--- src/rtl/ets_sweep_sequencer.sv ---
// ETS phase-sweep sequencer: per phase step, measures each enabled channel,
// streams packed results, then requests one clock-source phase shift.
module ets_sweep_sequencer #(
   parameter int TO_W     = 12,
   parameter int SETTLE_W = 8
) (
   input  logic                clk,
   input  logic                reset,
   input  logic                start,
   input  logic                abort,
   input  logic [13:0]         num_steps,
   input  logic [3:0]          ch_mask,
   input  logic [SETTLE_W-1:0] settle_cycles,
   output logic [1:0]          sw,
   output logic                shift,
   input  logic                shift_done,
   output logic                acc_start,
   input  logic                acc_done,
   input  logic [31:0]         acc_data,
   output logic                m_axis_tvalid,
   input  logic                m_axis_tready,
   output logic [31:0]         m_axis_tdata,
   output logic                m_axis_tlast,
   output logic                busy,
   output logic                done_pulse,
   output logic                err
);

   typedef enum logic [2:0] {
      S_IDLE, S_SEL, S_SETTLE, S_ACQ, S_ACQ_CLR, S_EMIT, S_SHIFT, S_DONE
   } state_t;

   state_t              state_q, state_d;
   logic [13:0]         step_q, step_d;
   logic [13:0]         nsteps_q, nsteps_d;
   logic [3:0]          mask_q, mask_d;
   logic [SETTLE_W-1:0] settle_q, settle_d;
   logic [SETTLE_W-1:0] cnt_q, cnt_d;
   logic [TO_W-1:0]     to_q, to_d;
   logic [1:0]          ch_q, ch_d;
   logic [1:0]          sw_q, sw_d;
   logic [15:0]         count_q, count_d;
   logic                err_q, err_d;
   logic                abort_q, abort_d;

   logic                xfer;
   logic                abort_any;
   logic                last_step;
   logic                more_ch;
   logic [1:0]          next_ch;

   function automatic logic [1:0] lowest_ch(input logic [3:0] m);
      lowest_ch = 2'd0;
      for (int i = 3; i >= 0; i--)
         if (m[i]) lowest_ch = 2'(i);
   endfunction

   always_comb begin
      more_ch = 1'b0;
      next_ch = ch_q;
      for (int i = 3; i >= 0; i--) begin
         if (mask_q[i] && (2'(i) > ch_q)) begin
            more_ch = 1'b1;
            next_ch = 2'(i);
         end
      end
   end

   assign xfer      = (state_q == S_EMIT) && m_axis_tready;
   assign abort_any = abort | abort_q;
   assign last_step = (step_q == nsteps_q - 14'd1);

   always_comb begin
      state_d  = state_q;
      step_d   = step_q;
      nsteps_d = nsteps_q;
      mask_d   = mask_q;
      settle_d = settle_q;
      cnt_d    = cnt_q;
      to_d     = '0;
      ch_d     = ch_q;
      sw_d     = sw_q;
      count_d  = count_q;
      err_d    = err_q;
      // abort is latched so a one-cycle request survives to the next safe point
      abort_d  = (state_q == S_IDLE) ? 1'b0 : (abort_q | abort);
      unique case (state_q)
         S_IDLE: begin
            if (start) begin
               nsteps_d = num_steps;
               mask_d   = ch_mask;
               settle_d = settle_cycles;
               step_d   = 14'd0;
               err_d    = 1'b0;
               ch_d     = lowest_ch(ch_mask);
               if (num_steps == 14'd0 || ch_mask == 4'd0)
                  state_d = S_DONE;
               else
                  state_d = S_SEL;
            end
         end
         S_SEL: begin
            if (abort_any) begin
               state_d = S_DONE;
            end else begin
               sw_d    = ch_q;
               cnt_d   = settle_q;
               state_d = S_SETTLE;
            end
         end
         S_SETTLE: begin
            if (abort_any)
               state_d = S_DONE;
            else if (cnt_q == '0)
               state_d = S_ACQ;
            else
               cnt_d = cnt_q - 1'b1;
         end
         S_ACQ: begin
            if (abort_any) begin
               state_d = S_ACQ_CLR;
            end else if (acc_done) begin
               count_d = (|acc_data[31:16]) ? 16'hFFFF : acc_data[15:0];
               state_d = S_ACQ_CLR;
            end
         end
         S_ACQ_CLR: begin
            if (abort_any)
               state_d = S_DONE;
            else if (!acc_done)
               state_d = S_EMIT;
         end
         S_EMIT: begin
            if (xfer) begin
               if (more_ch) begin
                  ch_d    = next_ch;
                  state_d = S_SEL;
               end else if (last_step) begin
                  state_d = S_DONE;
               end else begin
                  ch_d    = lowest_ch(mask_q);
                  state_d = S_SHIFT;
               end
            end else if (abort_any) begin
               state_d = S_DONE;
            end
         end
         S_SHIFT: begin
            if (shift_done) begin
               if (abort_any) begin
                  state_d = S_DONE;
               end else begin
                  step_d  = step_q + 14'd1;
                  state_d = S_SEL;
               end
            end else if (to_q == {TO_W{1'b1}}) begin
               err_d   = 1'b1;
               state_d = S_DONE;
            end else begin
               to_d = to_q + 1'b1;
            end
         end
         S_DONE: begin
            state_d = S_IDLE;
         end
      endcase
   end

   always_ff @(posedge clk) begin
      if (reset) begin
         state_q  <= S_IDLE;
         step_q   <= '0;
         nsteps_q <= '0;
         mask_q   <= '0;
         settle_q <= '0;
         cnt_q    <= '0;
         to_q     <= '0;
         ch_q     <= '0;
         sw_q     <= '0;
         count_q  <= '0;
         err_q    <= 1'b0;
         abort_q  <= 1'b0;
      end else begin
         state_q  <= state_d;
         step_q   <= step_d;
         nsteps_q <= nsteps_d;
         mask_q   <= mask_d;
         settle_q <= settle_d;
         cnt_q    <= cnt_d;
         to_q     <= to_d;
         ch_q     <= ch_d;
         sw_q     <= sw_d;
         count_q  <= count_d;
         err_q    <= err_d;
         abort_q  <= abort_d;
      end
   end

   assign sw            = sw_q;
   assign shift         = (state_q == S_SHIFT);
   assign acc_start     = (state_q == S_ACQ);
   assign m_axis_tvalid = (state_q == S_EMIT);
   assign m_axis_tlast  = (state_q == S_EMIT) && last_step && !more_ch;
   assign m_axis_tdata  = {ch_q, step_q, count_q};
   assign busy          = (state_q != S_IDLE) && (state_q != S_DONE);
   assign done_pulse    = (state_q == S_DONE);
   assign err           = err_q;

endmodule

--- config.mk ---
export PLATFORM = sky130hd
export DESIGN_NAME = ets_sweep_sequencer
export DESIGN_NICKNAME = d
export VERILOG_FILES = /design/src/rtl/ets_sweep_sequencer.sv
export SDC_FILE = /design/constraint.sdc
export NUM_CORES = 1
export LEC_CHECK = 0
export BUFFER_PORTS_ARGS = -buffer_cell sky130_fd_sc_hd__buf_2
export CAP_MARGIN = 40
export CORE_ASPECT_RATIO = 0.9
export CORE_MARGIN = 2
export CORE_UTILIZATION = 54
export CTS_CLUSTER_DIAMETER = 120
export CTS_CLUSTER_SIZE = 12
export DETAILED_ROUTE_END_ITERATION = 10
export GPL_ROUTABILITY_DRIVEN = 0
export PLACE_DENSITY = 0.78
export SLEW_MARGIN = 20
export SYNTH_ARGS = -nofsm -noshare
export SYNTH_HDL_FRONTEND = slang
export SYNTH_SLANG_ARGS = --single-unit
--- constraint.sdc ---
create_clock -name clk -period 3.4 [get_ports clk]
set_clock_uncertainty 0.1 [all_clocks]
set_input_delay 1.02 -clock clk [delete_from_list [all_inputs] [get_ports clk]]
set_output_delay 1.02 -clock clk [all_outputs]
set_load 0.03 [all_outputs]
## After elaboration in Yosys (flattened, before gate mapping)

Index checks and enable logic that the tools add are counted.

| operators by class | value |
|---|---|
| add/subtract/negate cells | 4 |
| order comparisons | 4 |
| eq/ne operators | 26 |
| mux-type cells | 51 |
| bitwise logic cells | 3 |
| reductions and logical operators | 29 |

Operators with widths:

| operator | number |
|---|---|
| two-way mux 3 bit | 15 |
| two-way mux 14 bit | 3 |
| two-way mux 2 bit | 16 |
| one-hot mux 14 bit (2 select lines) | 1 |
| two-way mux 8 bit | 3 |
| one-hot mux 3 bit (8 select lines) | 1 |
| two-way mux 16 bit | 1 |
| one-hot mux 8 bit (2 select lines) | 1 |
| OR reduction 16 bit | 1 |
| adder 14 x 1 -> 14 bit, second input constant | 1 |
| == test 14 bit | 1 |
| zero test 14 bit | 1 |
| subtractor 14 x 1 -> 14 bit, second input constant | 1 |
| adder 12 x 1 -> 12 bit, second input constant | 1 |
| == test 12 bit, second input constant | 1 |
| == test 3 bit, second input constant | 4 |
| inequality test 2 bit, second input constant | 6 |
| AND reduction 4 bit | 3 |
| inequality test 3 x 1 -> 1 bit, second input constant | 3 |
| inequality test 3 bit, second input constant | 3 |
| logical AND 1 bit | 8 |
| zero test 8 bit | 1 |
| two-way mux 1 bit | 8 |
| subtractor 8 x 1 -> 8 bit, second input constant | 1 |
| 23 further kinds | 32 |

| storage, ports and cells | value |
|---|---|
| bits in registers | 85 |
| bits of input ports | 65 |
| output and inout port bits | 41 |
| word-level logic and storage cells | 129 |

## Logic depth before layout (Yosys ltp)

Gate-level depths: netlist of the first run.

| logic depth | value |
|---|---|
| word-level depth | 9 |
| gate-level depth with buffers | 9 |
| depth with buffers taken out | 8 |

## Least setup slack after synthesis of the first run

No wires, ideal clock.

| timing path | value |
|---|---|
| path type | reg2out |
| start point | register nsteps_q[0] |
| end point | output port m_axis_tlast |
| arrival | 1.691 ns |
| required time | 2.280 ns |
| path slack | 0.589 ns |
| cell stages (with the launch flop) | 8 |
| path buffers | 0 |
| path through | dfxtp_1 inv_1 ha_1 nor3b_2 a31oi_1 nor4b_2 and4b_1 and3_4 |

| on the way | value |
|---|---|
| word-level cells in the longest chain between the ends | 4 |

Ends and longest elaborated chain:

| item | RTL line | text |
|---|---|---|
| from (decl) | 35 | `logic [13:0] nsteps_q, nsteps_d;` |
| from (signal assigned) | 186 | `nsteps_q <= nsteps_d;` |
| subtractor 14 x 1 -> 14 bit | 71 | `assign last_step = (step_q == nsteps_q - 14'd1);` |
| == test 14 bit | 71 |  |
| logical AND 1 bit (2 in series) | 203 | `assign m_axis_tlast = (state_q == S_EMIT) && last_step && !more_ch;` |
| to (decl) | 23 | `output logic m_axis_tlast,` |

Every way passes these cells.

## Final worst setup path of the first run

| timing path | value |
|---|---|
| start point | register nsteps_q[4] |
| end point | output port m_axis_tlast |

Same word-level chain as after synthesis.

==> key figures, run 1 <==
Logic synthesis
  • Distinct cells, synth: between 60 and 70
  • Mapped Avg Cell Area: 8.192 um^2
  • Sequential element share of the synthesized area: 39.64%
  • Flops & latches, synth: 85
  • Cells after Synth: 524
  • Post-Syn Area: 4293 um^2
  • Ys async rst share: 0%
  • Post-synth top area share: 39.64%
  • Synth area leader: dfxtp_1
  • Post-synth EDFFs: 0
  • Yosys warns: 0
  • Synth Flop Type: dfxtp_1
  • Syn nets: 594
  • Synth area leaders: dfxtp_1 (40%), nand2_1 (6.7%), nor2_1 (5.9%), a21oi_1 (4.7%), xnor2_1 (4.1%)

Setup path
  • Arrival time worst endpoint: 2350 ps
  • Startpoint Class: flip-flop
  • Setup Crit Path Kind: reg2out
  • CP Max Fanout: 6
  • Worst EP required: between 2000 and 2500 ps
  • Worst setup EP type: output pin

Floorplanning
  • IO Pins: 106
  • Placeable Area: 7620 um^2
  • Row count: 30
  • Die width: 97.99 um
  • Starting Density: approximately 56%
  • Die height: 88.59 um
  • DIE AREA: 8680 um^2

Timing
  • Final setup fails: 1
  • Sum Neg Setup Slack: -71.89 ps
  • Pins Over Slew Limit: 0
  • Measured slew at the worst slew-check pin: 549.5 ps
  • Min Tclk post-route: between 3000 and 4000 ps
  • Hold WS: approximately 360 ps
  • RSZ-0062 raised after global routing: yes
  • Slew Limit Headroom: 63.09%
  • Top achievable clock speed: a little under 0.3 GHz
  • Final period util: 102.1%
  • Final WS setup: -71.89 ps
  • Hold Violations, Final: 0

Placement
  • Placed inst area: 4887 um^2
  • Detailed Place HPWL: 8.160 mm
  • Port bufs: 105

Cells and area
  • Number of antenna diodes: 0
  • FILL cells: between 600 and 700
  • Final Cell Area: 5219 um^2
  • Synthesis-to-layout area growth: 21.57%
  • Share of cells above drive strength 1: around 28%
  • Final core occ: 68.49%
  • Final #Nets: 704
  • Most frequent cells in the layout: buf_2 (104), dfxtp_1 (81), nand2_1 (77), nor2_1 (67), a21oi_1 (40)
  • Most common cell after layout, fill and taps aside: buf_2

Pwr
  • Worst ir drop on vdd: 0.3132 mV
  • Pwr Total: 3.187 mW
  • Switch share: 39.77%
  • Combinational share of power: 38.9%
  • Sequential power share: 39.5%
  • Clock power frac: a little over a fifth
  • PwrDens: about 600 nW/um^2
  • NetSw: 1.268 mW
  • Static leakage: 2.206 nW
  • Internal Power: 1.920 mW

Routing
  • Via count: between 4000 and 5000
  • ANT nets after route: 0
  • Final wirelength: 11.23 mm
  • Remaining DRCs: 0
  • Pre-antenna DRT Iters: 5
  • 1st-iter DRT viols: 272
  • Vias/cell: about 5.8
  • Wire length per cell: 15.27 um

Flow run
  • Max-capacitance violation count: 0

Clock tree
  • CTS tree: yes
  • Max Root-Sink Buffers: 2
  • Cts hold-fix bufs: 0
  • Clk Latency, worst-skew pair: 360 ps
  • CTS Buf Count: 9
  • Clk sinks: 85
  • Root Driver: clkbuf_8
  • Number of H-tree levels: 3
  • CTS clk-pin slew, worst paths: around 90 ps

Outcome
  • Failing checks: negative setup slack
  • Status: complete, but fails checks

Global routing
  • Overflow after GRT: 0
  • First-pass GRT wire length: about 18 mm
  • Largest net degree at the start of global routing: 48
  • Number of global-route vias before repair: 3911
  • GR Util All Layers: between 20% and 30%
  • Initial antenna violation count: 0

Worst hold path
  • Worst hold path class: reg2reg
-- synth_stat cells (all sizes together), types with 2 or more instances --
cell	n
o21a	2
a22o	2
and4	2
a211oi	6
xnor2	20
o41ai	2
dfxtp	85
o211ai	2
or4	4
inv	14
nor3	20
nand3b	3
and2	5
or3	3
nand4b	2
nand3	10
nand4	7
or2	2
o22ai	2
nor2	67
xor2	17
ha	5
clkbuf	14
nor3b	4
o221a	13
a22oi	4
nand2b	5
a31oi	6
buf	10
mux2i	3
o31ai	2
a21boi	5
o21ai	16
nand2	77
nor2b	6
a21oi	41
and3	10
nor4	11
-- flip-flops by register name, indices dropped and copies added, names as in the netlist, 2 cells and up --
name / flops
count_q: 16
nsteps_q: 14
step_q: 14
to_q: 12
cnt_q: 8
settle_q: 8
mask_q: 4
state_q: 3
ch_q: 2
sw: 2
-- worst paths after layout --
kind | from | endpoint | slack (ps) | cells past startpoint
min reg2reg | settle_q[5] | settle_q[5] | 360 | 2
max reg2reg | nsteps_q[1] | ch_q[1] | 1030 | 10
max | nsteps_q[4] | m_axis_tlast | -70 | 6
min | settle_q[5] | settle_q[5] | 360 | 2
-- stage by stage --
stage,setup WS (ps),instances
2_1_floorplan,589.4,524
3_3_place_gp,342.7,708
3_5_place_dp,246.6,708
4_1_cts,14.88,730
5_1_grt,-145.7,735
6_report,-71.89,735
-- logic make-up after synthesis --
logic type,count (synthesis),synth area share [%]
mux,3,0.6995
fa+ha+maj,5,1.457
flops,85,39.64
simple gates,244,29.20
compound gates,112,17.81
xor+xnor,37,7.549
buf+inv,38,3.643
-- critical path, stage by stage, from the launching register on --
cell and delay (ps):
dfxtp_4 380, nor4_4 440, a31oi_1 200, nor4b_2 350
and4b_1 270, and3_4 220, buf_6 130
-- routing by layer --
| layer | GRT usage, % | vias to the layer above | wire length, um |
|---|---|---|---|
| met4 | 8.965 | 0 | 227 |
| met3 | 6.082 | 30 | 878 |
| met2 | 43.21 | 185 | 5167 |
| met5 | 0 | - | 0 |
| met1 | 33.15 | 1984 | 4953 |
| li1 | - | 2077 | - |
-- what timing repair did --
action | 4_1_cts | 5_1_grt
endpoints found under the setup margin | 1 | 1
pin swaps | 5 | 5
gates resized for setup | 8 | 11
setup buffers | 6 | 5
gates cloned | 0 | 0
-- power groups by stage --
stage | clock network [mW] | registers, mW | logic [mW]
after floorplan | 0 | 1.26 | 0.863
after global placement | 0 | 1.26 | 1.10
after detailed placement | 0 | 1.27 | 1.12
after CTS | 0.698 | 1.25 | 1.16
after global routing | 0.743 | 1.27 | 1.36
final | 0.686 | 1.26 | 1.24
-- area by class of cell --
| type | count | area [um^2] | share of cell area [%] |
|---|---|---|---|
| Multi-Input combinational cell | 401 | 2476 | 47.45 |
| Tap cell | 96 | 120.1 | 2.302 |
| Inverter | 14 | 55.05 | 1.055 |
| Timing Repair Buffer | 123 | 666.9 | 12.78 |
| Clock inverter | 7 | 62.56 | 1.199 |
| Sequential cell | 85 | 1714 | 32.85 |
| Clock buffer | 9 | 123.9 | 2.374 |
No activity file was read; power rests on OpenSTA's default activity.
==> run 2: changes to the inputs <==
Settings changed: CELL_PAD_IN_SITES_DETAIL_PLACEMENT from default to 2, CELL_PAD_IN_SITES_GLOBAL_PLACEMENT from default to 2, CORE_UTILIZATION 54 to 31, PLACE_DENSITY 0.78 to 0.77.
==> run 2 against run 1 <==
Net effect: the run now ends clean; highest routed layer unchanged; worst setup slack better by 99 ps; non-clock buffer count down 3; sequential share of layout area down 1.1 points; largest power group is now combinational cells; cell count up 9.4%; count of clock-buffer cells in the layout unchanged; critical path depth up 3; register-to-register slack worse by 180 ps; largest cell class unchanged; via count down 0.84%; fmax up 2.9%.
==> key figures, run 2 (synthesis results as in run 1) <==
Outcome
  • Status: finished, final reports clean

Cells and area
  • Number of flip-flops in the largest register: 16
  • FILL cells: between 1500 and 2000
  • Synthesis-to-layout area growth: 25.47%
  • Top reg by flops: count_q
  • Most frequent cells in the layout: buf_2 (104), dfxtp_1 (81), nand2_1 (77), nor2_1 (67), a21oi_1 (40)
  • Regs by FF count: count_q: 16 flops, nsteps_q: 14 flops, step_q: 14 flops
  • Most common cell after layout, fill and taps aside: buf_2
  • Number of antenna diodes: 0
  • Final core occ: 40.01%
  • Share of cells above drive strength 1: 27.83%
  • Final #Nets: 701

Timing
  • RSZ-0062 raised after global routing: yes
  • Top achievable clock speed: 0.2965 GHz
  • Min Tclk post-route: 3373 ps
  • Final setup fails: 0
  • Final period util: between 90 and 100%
  • Hold Violations, Final: 0
  • Measured slew at the worst slew-check pin: 657.2 ps
  • Slew Limit Headroom: 55.85%
  • Sum Neg Setup Slack: 0 ps
  • Pins Over Slew Limit: 0

Global routing
  • Met2 Track Usage GR: 35.40%
  • Number of global-route vias before repair: 4612
  • Initial antenna violation count: 0
  • Routing usage on met1: 25.42%
  • GRT Max-Usage Layer: met2
  • GR Util All Layers: 20.73%
  • Overflow after GRT: 0
  • GR Util met3: 6.417%
  • Largest net degree at the start of global routing: 48
  • First-pass GRT wire length: 23.98 mm

Routing
  • Remaining DRCs: 0
  • Final wirelength: 14.70 mm
  • ANT nets after route: 0
  • Wire length per cell: 18.29 um
  • Vias/cell: 5.274
  • 1st-iter DRT viols: 203
  • Via count: 4240
  • Pre-antenna DRT Iters: 4

Setup path
  • Reg2reg end: state_q[0]
  • Arrival time worst endpoint: between 2000 and 2500 ps
  • Crit path from: nsteps_q[0]
  • Worst EP required: 2280 ps
  • R2r worst-path depth: 7
  • Startpoint Class: flip-flop
  • Worst setup EP type: output pin
  • CP endpoint: m_axis_tlast
  • Setup Crit Path Kind: reg2out
  • R2R setup slack: around 850 ps
  • FF-to-FF Start: to_q[0]
  • CP Max Fanout: 6

Clock tree
  • Root Driver: clkbuf_16
  • CTS Buf Count: 9
  • Number of H-tree levels: 3
  • CTS tree: yes
  • Clk Latency, worst-skew pair: 360 ps
  • Clk sinks: 85
  • Max Root-Sink Buffers: 2
  • CTS clk-pin slew, worst paths: 70 ps

Pwr
  • NetSw: 1.377 mW
  • Worst ir drop on vdd: 0.3008 mV
  • Static leakage: 2.239 nW
  • Clock power frac: 27.9%
  • PwrDens: 653.6 nW/um^2
  • Combinational share of power: 36.6%
  • Sequential power share: 35.5%
  • Switch share: between 30% and 40%
  • Internal Power: 2.143 mW

Worst hold path
  • Worst hold path class: reg2reg

Floorplanning
  • Row count: 40
  • IO Pins: 106
  • Placeable Area: roughly 13000 um^2
  • DIE AREA: ~15000 um^2
  • Die height: about 120 um
  • Die width: 128.0 um
  • Starting Density: 31.89%

Flow run
  • Max-capacitance violation count: 0

Placement
  • Port bufs: between 100 and 150
  • Detailed Place HPWL: 10.99 mm
==> run 2: metrics by stage <==
stage / area, um^2 / hold WS, ps / std cells / total power, mW / setup slack (ps)
after global routing: 5386 / 396.0 / 804 / 3.760 / -64.56
after global placement: 4992 / 342.6 / 782 / 2.418 / 308.8
after detailed placement: 4992 / 352.5 / 782 / 2.482 / 131.9
after floorplan: 4293 / 329.7 / 524 / 2.118 / 589.4
after CTS: 5346 / 368.2 / 804 / 3.523 / 15.99
final: 5386 / 364.6 / 804 / 3.520 / 26.90
==> run 2: worst min path at each step <==
stage,end,cells past startpoint,start,slack (ps)
final,to_q[0],1,to_q[0],360
after global routing,settle_q[6],2,settle_q[6],400
after CTS,to_q[0],1,to_q[0],370
after detailed placement,to_q[0],1,to_q[0],350
after global placement,to_q[0],1,to_q[0],340
after floorplan,to_q[0],1,to_q[0],330
==> run 2: timing repair <==
action,CTS,global route
gates resized for setup,7,12
endpoints found under the hold margin,0,0
pin swaps,5,7
setup buffers,6,0
endpoints found under the setup margin,1,1
hold buffers,0,0
==> run 2: final cells by class <==
| type | count | area (um^2) | share of cell area (%) |
|---|---|---|---|
| repair buffers | 120 | 648.1 | 12.03 |
| multi-input cells | 401 | 2470 | 45.85 |
| clock buffers | 9 | 225.2 | 4.181 |
| inverters | 14 | 57.56 | 1.069 |
| well taps | 168 | 210.2 | 3.902 |
| clock inverters | 7 | 63.81 | 1.185 |
| flip-flops and latches | 85 | 1712 | 31.78 |
==> run 2: routing by layer <==
metal	wire length, um	vias to the layer above
li1	-	2068
met1	6667	2064
met2	7074	89
met3	748	19
met4	213	0
met5	0	-
==> run 2: power groups by stage <==
stage          registers [mW]  logic, mW  clock network, mW
2_1_floorplan            1.26      0.863                  0
3_3_place_gp             1.25       1.17                  0
3_5_place_dp             1.26       1.22                  0
4_1_cts                  1.24       1.27               1.01
5_1_grt                  1.27       1.44               1.06
6_report                 1.25       1.29              0.983
==> run 2: critical path, cell delays in order (launching register included) <==
cell      delay [ps]
dfxtp_4          370
inv_4             70
ha_4             140
nor3b_4          260
buf_4            170
a21oi_1           60
o2111a_1         270
and4b_1          230
and3_4           200
buf_6            130
